`config.mk`:
```
export PLATFORM = sky130hd
export DESIGN_NAME = char_normalizer
export DESIGN_NICKNAME = d
export VERILOG_FILES = /design/src/rtl/char_pkg.sv /design/src/rtl/sync_fifo.sv /design/src/rtl/char_normalizer.sv
export SDC_FILE = /design/constraint.sdc
export NUM_CORES = 1
export LEC_CHECK = 0
export BUFFER_PORTS_ARGS = -buffer_cell sky130_fd_sc_hd__buf_2
export CORE_UTILIZATION = 51
export CTS_CLUSTER_DIAMETER = 50
export DETAILED_ROUTE_END_ITERATION = 8
export GPL_TIMING_DRIVEN = 0
export PLACE_DENSITY = 0.8
export SETUP_SLACK_MARGIN = 0.5
export SLEW_MARGIN = 40
export SYNTH_ARGS = -nofsm -noshare
export SYNTH_HDL_FRONTEND = slang
export SYNTH_HIERARCHICAL = 1
export SYNTH_SLANG_ARGS = --single-unit
```
`constraint.sdc`:
```
create_clock -name clk -period 2.7 [get_ports clk]
set_input_delay 0.135 -clock clk [delete_from_list [all_inputs] [get_ports clk]]
set_output_delay 0.135 -clock clk [all_outputs]
set_load 0.01 [all_outputs]
```
`src/rtl/char_pkg.sv`:
```
// Shared ASCII constants and tracker state encoding for the character normalizer.
package char_pkg;

  localparam logic [7:0] SPACE       = 8'h20;
  localparam logic [7:0] TAB         = 8'h09;
  localparam logic [7:0] LF          = 8'h0A;
  localparam logic [7:0] CR          = 8'h0D;
  localparam logic [7:0] NUL         = 8'h00;
  localparam logic [7:0] UPPER_A     = 8'h41;
  localparam logic [7:0] UPPER_Z     = 8'h5A;
  localparam logic [7:0] CASE_OFFSET = 8'h20;

  // WS: last forwarded byte was a space (or nothing forwarded since reset).
  typedef enum logic {
    TRK_WS   = 1'b0,
    TRK_WORD = 1'b1
  } tracker_e;

endpackage

```
`src/rtl/sync_fifo.sv`:
```
// Synchronous FIFO with extra-bit pointers; head is shown combinationally, zero when empty.
module sync_fifo #(
  parameter int WIDTH = 8,
  parameter int DEPTH = 4
) (
  input  logic                       clk,
  input  logic                       reset,
  input  logic                       push_i,
  input  logic [WIDTH-1:0]           push_data_i,
  input  logic                       pop_i,
  output logic [WIDTH-1:0]           pop_data_o,
  output logic                       full_o,
  output logic                       empty_o,
  output logic [$clog2(DEPTH):0]     level_o
);

  localparam int AW = $clog2(DEPTH);

  logic [AW:0]      wr_q, wr_d;
  logic [AW:0]      rd_q, rd_d;
  logic [WIDTH-1:0] mem [DEPTH];
  logic             do_push;
  logic             do_pop;

  // Same address bits with differing wrap bits means the writer lapped the reader.
  assign full_o  = (wr_q[AW] != rd_q[AW]) && (wr_q[AW-1:0] == rd_q[AW-1:0]);
  assign empty_o = (wr_q == rd_q);
  assign level_o = wr_q - rd_q;

  assign do_push = push_i && !full_o;
  assign do_pop  = pop_i && !empty_o;

  always_comb begin
    wr_d = wr_q;
    rd_d = rd_q;
    if (do_push) wr_d = wr_q + 1'b1;
    if (do_pop)  rd_d = rd_q + 1'b1;
  end

  always_ff @(posedge clk or posedge reset) begin
    if (reset) begin
      wr_q <= '0;
      rd_q <= '0;
    end else begin
      wr_q <= wr_d;
      rd_q <= rd_d;
    end
  end

  always_ff @(posedge clk) begin
    if (do_push) mem[wr_q[AW-1:0]] <= push_data_i;
  end

  assign pop_data_o = empty_o ? '0 : mem[rd_q[AW-1:0]];

endmodule

```
`src/rtl/char_normalizer.sv`:
```
// Byte normalizer: case folding, whitespace mapping, NUL drop, optional space collapse.
// Optional feature macro: CHAR_NORMALIZER_COLLAPSE_WS_EN (drop spaces while tracker is WS).
//
// Handshake: a byte moves on a rising edge where valid && ready are both high; the
// source holds data stable while valid is high and ready is low; ready never depends
// combinationally on the same-side valid, and in_ready never depends on out_ready.
module char_normalizer
  import char_pkg::*;
#(
  parameter int FIFO_DEPTH = 4
) (
  input  logic                        clk,
  input  logic                        reset,
  input  logic                        in_valid,
  input  logic [7:0]                  in_data,
  output logic                        in_ready,
  output logic                        out_valid,
  output logic [7:0]                  out_data,
  input  logic                        out_ready,
  output logic [15:0]                 drop_cnt,
  output tracker_e                    dbg_state,
  output logic [$clog2(FIFO_DEPTH):0] dbg_level
);

  tracker_e    state_q, state_d;
  logic [15:0] drop_cnt_q, drop_cnt_d;

  logic        fifo_full;
  logic        fifo_empty;
  logic        is_upper;
  logic        is_ws;
  logic        is_nul;
  logic [7:0]  mapped;
  logic        accept;
  logic        collapse_drop;
  logic        forward;
  logic        drop;

  assign is_upper = (in_data >= UPPER_A) && (in_data <= UPPER_Z);
  assign is_ws    = (in_data == TAB) || (in_data == LF) ||
                    (in_data == CR)  || (in_data == SPACE);
  assign is_nul   = (in_data == NUL);

  always_comb begin
    mapped = in_data;
    if (is_upper)   mapped = in_data + CASE_OFFSET;
    else if (is_ws) mapped = SPACE;
  end

  assign in_ready = !fifo_full;
  assign accept   = in_valid && in_ready;

`ifdef CHAR_NORMALIZER_COLLAPSE_WS_EN
  assign collapse_drop = is_ws && (state_q == TRK_WS);
`else
  assign collapse_drop = 1'b0;
`endif

  assign forward = accept && !is_nul && !collapse_drop;
  assign drop    = accept && !forward;

  // Tracker: state register
  always_ff @(posedge clk or posedge reset) begin
    if (reset) state_q <= TRK_WS;
    else       state_q <= state_d;
  end

  // Tracker: next state; dropped bytes leave it untouched
  always_comb begin
    state_d = state_q;
    if (forward) state_d = (mapped == SPACE) ? TRK_WS : TRK_WORD;
  end

  // Tracker: outputs
  always_comb begin
    dbg_state = state_q;
  end

  always_comb begin
    drop_cnt_d = drop_cnt_q;
    if (drop && (drop_cnt_q != 16'hFFFF)) drop_cnt_d = drop_cnt_q + 16'd1;
  end

  always_ff @(posedge clk or posedge reset) begin
    if (reset) drop_cnt_q <= '0;
    else       drop_cnt_q <= drop_cnt_d;
  end

  assign drop_cnt  = drop_cnt_q;
  assign out_valid = !fifo_empty;

  sync_fifo #(
    .WIDTH (8),
    .DEPTH (FIFO_DEPTH)
  ) u_fifo (
    .clk         (clk),
    .reset       (reset),
    .push_i      (forward),
    .push_data_i (mapped),
    .pop_i       (out_ready),
    .pop_data_o  (out_data),
    .full_o      (fifo_full),
    .empty_o     (fifo_empty),
    .level_o     (dbg_level)
  );

endmodule
```
# Word-level counts from Yosys, hierarchy flattened
# Memory sizes are Yosys's and may differ from the RTL's.
# Cells that the tools add are included.
[op_classes]
n_lt_le_gt_ge = 2
addsub = 5
reduce_logical = 16
n_mux = 6
eq_ne = 9
[op_table]
columns = ["op", "n"]
rows = [
  ["8-bit by 4-bit equality test with 1-bit output, second input constant", 3],
  ["8-bit 2-to-1 mux", 3],
  ["16-bit by 1-bit adder with 16-bit output, second input constant", 1],
  ["8-bit by 6-bit equality test with 1-bit output, second input constant", 2],
  ["16-bit != test, second input constant", 1],
  ["8-bit by 6-bit adder with 8-bit output, second input constant", 1],
  ["8-bit by 7-bit >= comparator with 1-bit output, second input constant", 1],
  ["8-bit by 7-bit less-or-equal comparator with 1-bit output, second input constant", 1],
  ["1-bit logical AND", 8],
  ["8-bit logical NOT", 1],
  ["3-bit by 1-bit adder with 3-bit output, second input constant", 2],
  ["1-bit logical NOT", 4],
  ["3-bit equality test", 1],
  ["1-bit logical OR", 3],
  ["1-bit 2-to-1 mux", 3],
  ["3-bit subtractor", 1],
  ["2-bit equality test", 1],
  ["1-bit != test", 1],
]
[word_totals]
ff_bits = 23
out_inout_bits = 30
ram_bits = 32
wordCells = 43
mem_count = 1
[memory_table]
columns = ["memory", "words", "word_bits", "rd", "rd_clocked_by_memory_dff", "wr", "line_no", "text"]
rows = [
  ["u_fifo.mem", 4, 8, 1, 0, 1, "sync_fifo.sv:21", "logic [WIDTH-1:0] mem [DEPTH];"],
]

# Logic depth before layout (Yosys ltp)
# Gate-level depths: netlist (run 1).
[logic_depth]
depth_word = 8
depth_mapped = 10
ltp_nobuf = 9

# Modules after synthesis
# Netlist (run 1), hierarchy kept.
[modules_own_cells]
columns = ["module", "cells_each", "area_each_um2", "instances", "seq_area_each_um2"]
rows = [
  ["sync_fifo", 95, 1655.3, 1, 1111.1],
  ["char_normalizer", 111, 1016.0, 1, 425.4],
]

# Least setup slack after synthesis (run 1)
# No wires, ideal clock.
[synth_timing]
path_kind = "register to register"
startpoint = "register u_fifo.rd_q[1]"
endpoint = "register drop_cnt_q[13], in the netlist drop_cnt[13]"
path_stages_with_launch = 11
setup_ns = 0.126
period_less_slack_ns = 2.568
slack_ns = 0.132
n_path_buf = 1
arrival_time_ns = 2.441
cell_sequence = "dfrtp_1 -> clkbuf_1 -> inv_1 -> ha_1 -> nand3_1 -> inv_1 -> or2b_2 -> nor3_4 -> nand4_2 -> or3_1 -> xnor2_1"
[synth_via]
elab_chain_len = 8
[synth_lines]
columns = ["element", "line_no", "text"]
rows = [
  ["start: declaration", "sync_fifo.sv:20", "logic [AW:0] rd_q, rd_d;"],
  ["start signal: assignment", "sync_fifo.sv:46", "rd_q <= rd_d;"],
  ["2-bit equality test *", "sync_fifo.sv:26", "assign full_o = (wr_q[AW] != rd_q[AW]) && (wr_q[AW-1:0] == rd_q[AW-1:0]);"],
  ["1-bit logical AND *", "sync_fifo.sv:26", ""],
  ["named net fifo_full", "char_normalizer.sv:28", "logic fifo_full;"],
  ["1-bit logical NOT *", "char_normalizer.sv:50", "assign in_ready = !fifo_full;"],
  ["1-bit logical AND *", "char_normalizer.sv:51", "assign accept = in_valid && in_ready;"],
  ["1-bit logical AND", "char_normalizer.sv:59", "assign forward = accept && !is_nul && !collapse_drop;"],
  ["1-bit logical NOT", "char_normalizer.sv:60", "assign drop = accept && !forward;"],
  ["1-bit logical AND *", "char_normalizer.sv:60", ""],
  ["1-bit logical AND *", "char_normalizer.sv:81", "if (drop && (drop_cnt_q != 16'hFFFF)) drop_cnt_d = drop_cnt_q + 16'd1;"],
  ["end signal: assignment", "char_normalizer.sv:86", "else drop_cnt_q <= drop_cnt_d;"],
  ["end: declaration", "char_normalizer.sv:26", "logic [15:0] drop_cnt_q, drop_cnt_d;"],
]
# The timed path passes the listed nets; every way through them passes the cells marked *.
# A chain may end at the register's enable or synchronous reset.

# Worst setup path after layout (run 1)
# Same ends and word-level chain as after synthesis.

==> metrics, run 1 <==
hold path depth=2; HP Start=out_ready; setup TNS=0 ns; synthesized area per cell=roughly 13 um2; worst hold path class=in2reg; I/O Pins=42; Crit-path slowest cell=dfrtp_1; critical path arrival=around 2.3 ns; Syn Nets=228; synthesized netlist cell count=roughly 210; fin crit period=roughly 2.2 ns; initial drt markers=~110; sequential cell area fraction in the yosys report=roughly 58%; initial core utilization=54.7%; WHS Endpoint=u_fifo/rd_q[2]; Cell variety after synth=46; Design Area, Final=roughly 0.0032 mm2; Core Util, Final=about two thirds; antenna viol nets, final=0; CTS H-tree lvls=2; clock sink count=55; r2r startpoint=u_fifo/rd_q[1]; reported leakage power=1.38 nW; crit-path max cell delay=0.39 ns; Reg2Reg Setup Slack=about 0.55 ns; vias per inst=approximately 5.3; Fmax=around 0.46 GHz; FF-to-FF End=drop_cnt[13]; layout cells sized above 1=a little over a third; first-pass GRT wire length=between 7 and 8 mm; GPL Wtd Cong=around 0.76; Nets=around 280; YS warnings=6; synthesis-to-finish area growth=21.2%; gr usage total=about a fifth; CTS buffer count=5; DP HPWL=3.44 mm; Vias=1754; RSZ-0062 raised after global routing=no; Crit path top cell by count=inv_2; PD cells=between 900 and 1000 mW/mm2; clock-pin slew on the worst setup and hold paths=0.09 ns; Wirelength per Cell=around 15 um; Die Area=about 0.0055 mm2; max_cap viols=0; core area=roughly 0.0049 mm2; Max IR drop VDD=about 0.00041 V; DR DRC count=0; worst-path maximum fanout=4; # rows=25; mapped cell area=between 0.002 and 0.003 mm2; CP cell instances=clkbuf_8 > inv_2 > ha_4 > nand3_4 > inv_2 > or2b_4 > nor3_4 > nand4_2 > or3_1 > xnor2_1; initial antenna violation count=0; worst r2r path cells=10; Final Cycle Share=between 70% and 80%; Worst Skew=0.00576 ns; DRT Pass-1 Iters=4; Slew @ Worst Pin=between 0.6 and 0.7 ns; Slew Limit Fails=0; Slew HR=56.6%; wirelength, routed=5.01 mm; CP Launch Type=flip-flop; Root Buffer=clkbuf_8; fill cell count=357; status=completed; Sequential Area=0.00154 mm2; Die Ht=74.4 um; combined area of the multi-input logic cells=around 0.0012 mm2; Yosys reg bits=55; vias in the first global route=1656; global-route congestion overflow total=0; Crit. End Element=flip-flop; worst path required time=a little under 3 ns; clock latency at the later pin of the worst-skew pair=~0.3 ns; antenna cells=0; deepest clock path buffer count=2; Die Width=between 70 and 80 um; WS Path Type=reg2reg; Final Hold Vio Count=0; number of port buffers=between 40 and 50; TritonCTS clock tree=yes; largest net degree at the start of global routing=18; Setup Viol. Count Final=0; dpl cell area=around 0.003 mm2
## repair_timing
action / CTS / global route
setup endpoints to repair: 48 / 40
pin swaps: 3 / 4
resized for setup: 6 / 11
hold buffers: 1 / 0
buffers inserted: 4 / 2
endpoints found under the hold margin: 23 / 0
gates cloned: 0 / 1
## cells by family (layout without fill, tap and decap cells)
kind of cell,after synthesis,count (layout),synth area share (%)
and+or+nand+nor,73,73,15.2
muxes,12,12,8.57
xor gates and xnor gates,20,20,6.56
adders and majority gates,10,10,4.96
buffers and inverters,19,75,2.86
AOI/OAI and AO/OA,17,18,4.36
DFF,55,55,57.5
## metrics by stage
stage / instances / worst slack, ns / total power, mW / hold WS (ns)
CTS: 327 / 0.497 / 3.08 / 0.0584
detailed placement: 314 / 0.278 / 2.49 / 0.0757
finish: 330 / 0.549 / 3.15 / 0.0602
floorplan: 206 / 0.513 / 2.10 / -0.0740
global placement: 314 / 0.319 / 2.45 / 0.0721
global route: 330 / 0.505 / 3.37 / 0.0627
## critical path, delay by kind of cell, from the launching register on
family	cells	cell delay [ns]
xor gates and xnor gates	1	0.13
adders and majority gates	1	0.21
buffers and inverters	3	0.23
DFF	1	0.39
and+or+nand+nor	5	1.07
## cells in the mapped netlist, drive strengths merged
cell	number	area, um2
edfxtp	32	961
dfrtp	23	576
nor2	16	60.1
inv	15	56.3
nand2	14	52.6
xor2	12	105
ha	9	113
nor2b	9	56.3
mux4	8	180
xnor2	8	70.1
nand3	6	30.0
o21ai	6	41.3
and3	5	32.5
nor3	5	36.3
mux2	4	48.8
a21oi	3	15.0
nand4	3	25.0
nor4	3	18.8
a31oi	2	12.5
and2	2	13.8
buf	2	12.5
clkbuf	2	7.51
or3	2	13.8
or4	2	18.8
a21boi	1	7.51
and2b	1	8.76
and4	1	8.76
fa	1	20.0
nand2b	1	6.26
nand3b	1	7.51
nor3b	1	7.51
o211ai	1	7.51
o22ai	1	6.26
o311ai	1	8.76
o31ai	1	7.51
o32a	1	10.0
or2b	1	8.76
## where the power goes
group          internal [mW]  switching [mW]
sequential              1.08          0.0865
clock                  0.277           0.251
combinational          0.701           0.758
## layout by cell type, fill, tap and decap left out, types with 4 or more instances in the layout
| cell type | count |
|---|---|
| and3_4 | 4 |
| buf_4 | 7 |
| clkbuf_8 | 6 |
| edfxtp_1 | 32 |
| ha_1 | 7 |
| nand2_1 | 14 |
| dfrtp_1 | 22 |
| nand3_1 | 5 |
| nor2b_1 | 9 |
| inv_1 | 12 |
| xnor2_1 | 8 |
| nor2_1 | 14 |
| mux4_2 | 8 |
| xor2_1 | 12 |
| buf_2 | 42 |
## worst max-delay path by stage
stage	start	to	slack (ns)	depth (start not counted)
finish	u_fifo/rd_q[1]	drop_cnt[13]	0.55	10
global route	u_fifo/rd_q[1]	drop_cnt[13]	0.51	10
CTS	u_fifo/wr_q[0]	u_fifo/mem[3][2]	0.50	7
detailed placement	u_fifo/rd_q[1]	u_fifo/mem[0][3]	0.28	8
global placement	u_fifo/rd_q[1]	u_fifo/mem[2][3]	0.32	8
floorplan	u_fifo/rd_q[1]	drop_cnt[13]	0.51	10
## final cells by class
type | instances | area share, %
Buffer | 4 | 0.928
Multi-Input combinational cell | 133 | 35.8
Timing Repair Buffer | 48 | 8.04
Clock inverter | 2 | 1.16
Tap cell | 67 | 2.59
Inverter | 15 | 1.74
Sequential cell | 55 | 47.5
Clock buffer | 6 | 2.24
## metal layers
layer  vias up  global-route usage (%)  wire [um]
li1        849                       -          -
met1       847                    24.5       2100
met2        52                    33.9       2640
met3         6                    3.79        204
met4         0                    6.92         61
met5         -                       0          0
## sequential cells by signal, indices dropped and copies added, names as in the netlist
register,count
u_fifo/wr_q,3
dbg_state,1
drop_cnt,16
u_fifo/mem,32
u_fifo/rd_q,3
(Power assumes the default switching activity.)
==> run 2, diff against run 1 <==
--- a/config.mk
+++ b/config.mk
@@ -6,11 +6,11 @@
 export NUM_CORES = 1
 export LEC_CHECK = 0
 export BUFFER_PORTS_ARGS = -buffer_cell sky130_fd_sc_hd__buf_2
-export CORE_UTILIZATION = 51
+export CORE_UTILIZATION = 56
 export CTS_CLUSTER_DIAMETER = 50
 export DETAILED_ROUTE_END_ITERATION = 8
 export GPL_TIMING_DRIVEN = 0
-export PLACE_DENSITY = 0.8
+export PLACE_DENSITY = 0.83
 export SETUP_SLACK_MARGIN = 0.5
 export SLEW_MARGIN = 40
 export SYNTH_ARGS = -nofsm -noshare
==> constraint.sdc (replaced) <==
create_clock -name clk -period 2.05 [get_ports clk]
set_input_delay 0.1025 -clock clk [delete_from_list [all_inputs] [get_ports clk]]
set_output_delay 0.1025 -clock clk [all_outputs]
set_load 0.01 [all_outputs]
==> run 2 against run 1 <==
  * Sequential share of layout area fell by 2.3 points
  * Highest routed layer unchanged
  * Register-to-register slack got worse by 0.58 ns
  * Total power rose by 43%
  * Clock-buffer cell count fell by 1
  * Core utilization rose by 9.8 points
  * First-iteration DRC count rose by 19%
  * Die area fell by 8.7%
  * Hold slack got worse by 0.034 ns
  * Global-route usage rose by 3.3 points
  * The flow now finishes with violations (negative setup slack)
==> metrics, run 2 (synthesized netlist as in run 1, its figures left out) <==
status=complete, but fails checks; violated checks=negative setup slack; Core Util, Final=76.1% (+9.8 points); Nets=296 (+4.2%); number of flip-flops in the largest register=32 (unchanged); dpl cell area=0.00301 mm2 (+0.58%); largest net degree at the start of global routing=20 (+2); initial core utilization=59.7% (+5.0 points); initial drt markers=132 (+19%); Root Buffer=clkbuf_8; PD cells=1320 mW/mm2 (+36%); max_cap viols=0 (unchanged); DR DRC count=0 (unchanged); DP HPWL=3.34 mm (-3.0%); vias in the first global route=1739 (+5.0%); GPL Wtd Cong=0.799 (+5.3%); antenna cells=0 (unchanged); initial antenna violation count=0 (unchanged); Slew HR=41.4% (-15 points); Reg2Reg Setup Slack=-0.03 ns (-0.58 ns); clock latency at the later pin of the worst-skew pair=0.32 ns (+0.02 ns); Setup WS pre-CTS=-0.165 ns (-0.443 ns); Slew @ Worst Pin=0.869 ns (+0.219 ns); final worst setup slack=-0.0309 ns (-0.580 ns); clock sink count=55 (unchanged); Die Width=71.1 um (-4.5%); Max IR drop VDD=0.000612 V (+48%); TritonCTS clock tree=yes; Design Area, Final=0.00341 mm2 (+5.2%); synthesis-to-finish area growth=27.5%; first-pass GRT wire length=8.43 mm (+7.6%); Vias=1822 (+3.9%); Fmax=0.481 GHz (+3.3%); CTS H-tree lvls=2 (unchanged); global-route congestion overflow total=0 (unchanged); antenna viol nets, final=0 (unchanged); # rows=24 (-4.0%); reported leakage power=1.46 nW (+6.4%); wirelength, routed=5.32 mm (+6.2%); critical path arrival=2.30 ns (-0.04 ns); worst path required time=2.27 ns (-0.62 ns); Die Ht=71.1 um (-4.5%); CTS buffer count=5 (unchanged); vias per inst=5.57 (+4.8%); Hold WS=0.0262 ns (-0.0340 ns); commonest non-fill, non-tap cell in the layout=buf_2; worst hold path class=in2reg; clock-pin slew on the worst setup and hold paths=0.10 ns (about the same); Setup Viol. Count Final=29 (+29); Final Hold Vio Count=0 (unchanged); number of port buffers=41 (unchanged); Worst Skew=0.00803 ns (+0.00228 ns); setup TNS=-0.293 ns (-0.293 ns); deepest clock path buffer count=2 (unchanged); RSZ-0062 raised after global routing=yes; most frequent cells in the layout=buf_2, edfxtp_1, dfrtp_1, buf_4, nand2_1; Die Area=0.00505 mm2 (-8.7%); fin crit period=2.08 ns (-0.0697 ns); DRT Pass-1 Iters=6 (+2); WS Path Type=reg2reg; Wirelength per Cell=16.3 um (+7.2%); I/O Pins=42 (unchanged); core area=0.00447 mm2 (-8.3%); Final Cycle Share=102% (+22 points); Crit. End Element=flip-flop; gr usage total=22.9% (+3.3 points); Slew Limit Fails=0 (unchanged); layout cells sized above 1=44.4% (+7.9 points); worst-path maximum fanout=3 (-1); CP Launch Type=flip-flop
-- run 2: stage by stage --
step,cells,power (mW)
2_1_floorplan,206,2.87
3_3_place_gp,299,3.33
3_5_place_dp,299,3.39
4_1_cts,322,4.35
5_1_grt,327,4.77
6_report,327,4.51
-- run 2: power breakdown --
group	internal [mW]	switching [mW]	total [mW]
sequential	1.43	0.132	1.56
clock	0.254	0.384	0.638
combinational	1.18	1.13	2.31
total	2.86	1.65	4.51
-- run 2: critical path, cell delays in order, from the launching register on --
cell      delay (ns)
dfrtp_1         0.40
clkbuf_8        0.15
inv_4           0.05
ha_4            0.20
nand3_4         0.07
inv_2           0.04
or2b_4          0.27
nor3_4          0.21
nand4_2         0.13
or3_1           0.34
xnor2_1         0.13
-- run 2: routing by layer --
| metal | global-route usage (%) | part of all wire, % | up-vias |
|---|---|---|---|
| li1 | - | - | 874 |
| met2 | 38.4 | 52 | 44 |
| met3 | 5.98 | 3.8 | 7 |
| met1 | 28.6 | 43 | 897 |
| met4 | 9.11 | 1.5 | 0 |
| met5 | 0 | 0 | - |
-- run 2: area by class of cell --
cell class	instances	area (um2)
Sequential cell	55	1540
Buffer	4	32.5
Tap cell	52	65.1
Inverter	15	61.3
Clock buffer	5	68.8
Fill cell	271	1070
Clock inverter	3	28.8
Multi-Input combinational cell	133	1230
Timing Repair Buffer	60	382
-- run 2: repair_timing --
| action | 4_1_cts | 5_1_grt |
|---|---|---|
| pin swaps | 7 | 9 |
| hold buffers | 1 | 0 |
| gates resized for setup | 24 | 9 |
| setup endpoints to repair | 66 | 66 |
| cloned | 1 | 0 |
| hold endpoints to repair | 23 | 0 |
| buffers inserted | 13 | 5 |
-- run 2: final timing paths --
kind | startpoint | endpoint | cells past startpoint
max | u_fifo/rd_q[1] | drop_cnt[13] | 10
min | out_ready | u_fifo/rd_q[2] | 2
max reg2reg | u_fifo/rd_q[1] | drop_cnt[13] | 10
min reg2reg | drop_cnt[15] | drop_cnt[15] | 1
max in group asynchronous | reset | drop_cnt[11] | 3
min in group asynchronous | reset | u_fifo/wr_q[0] | 3
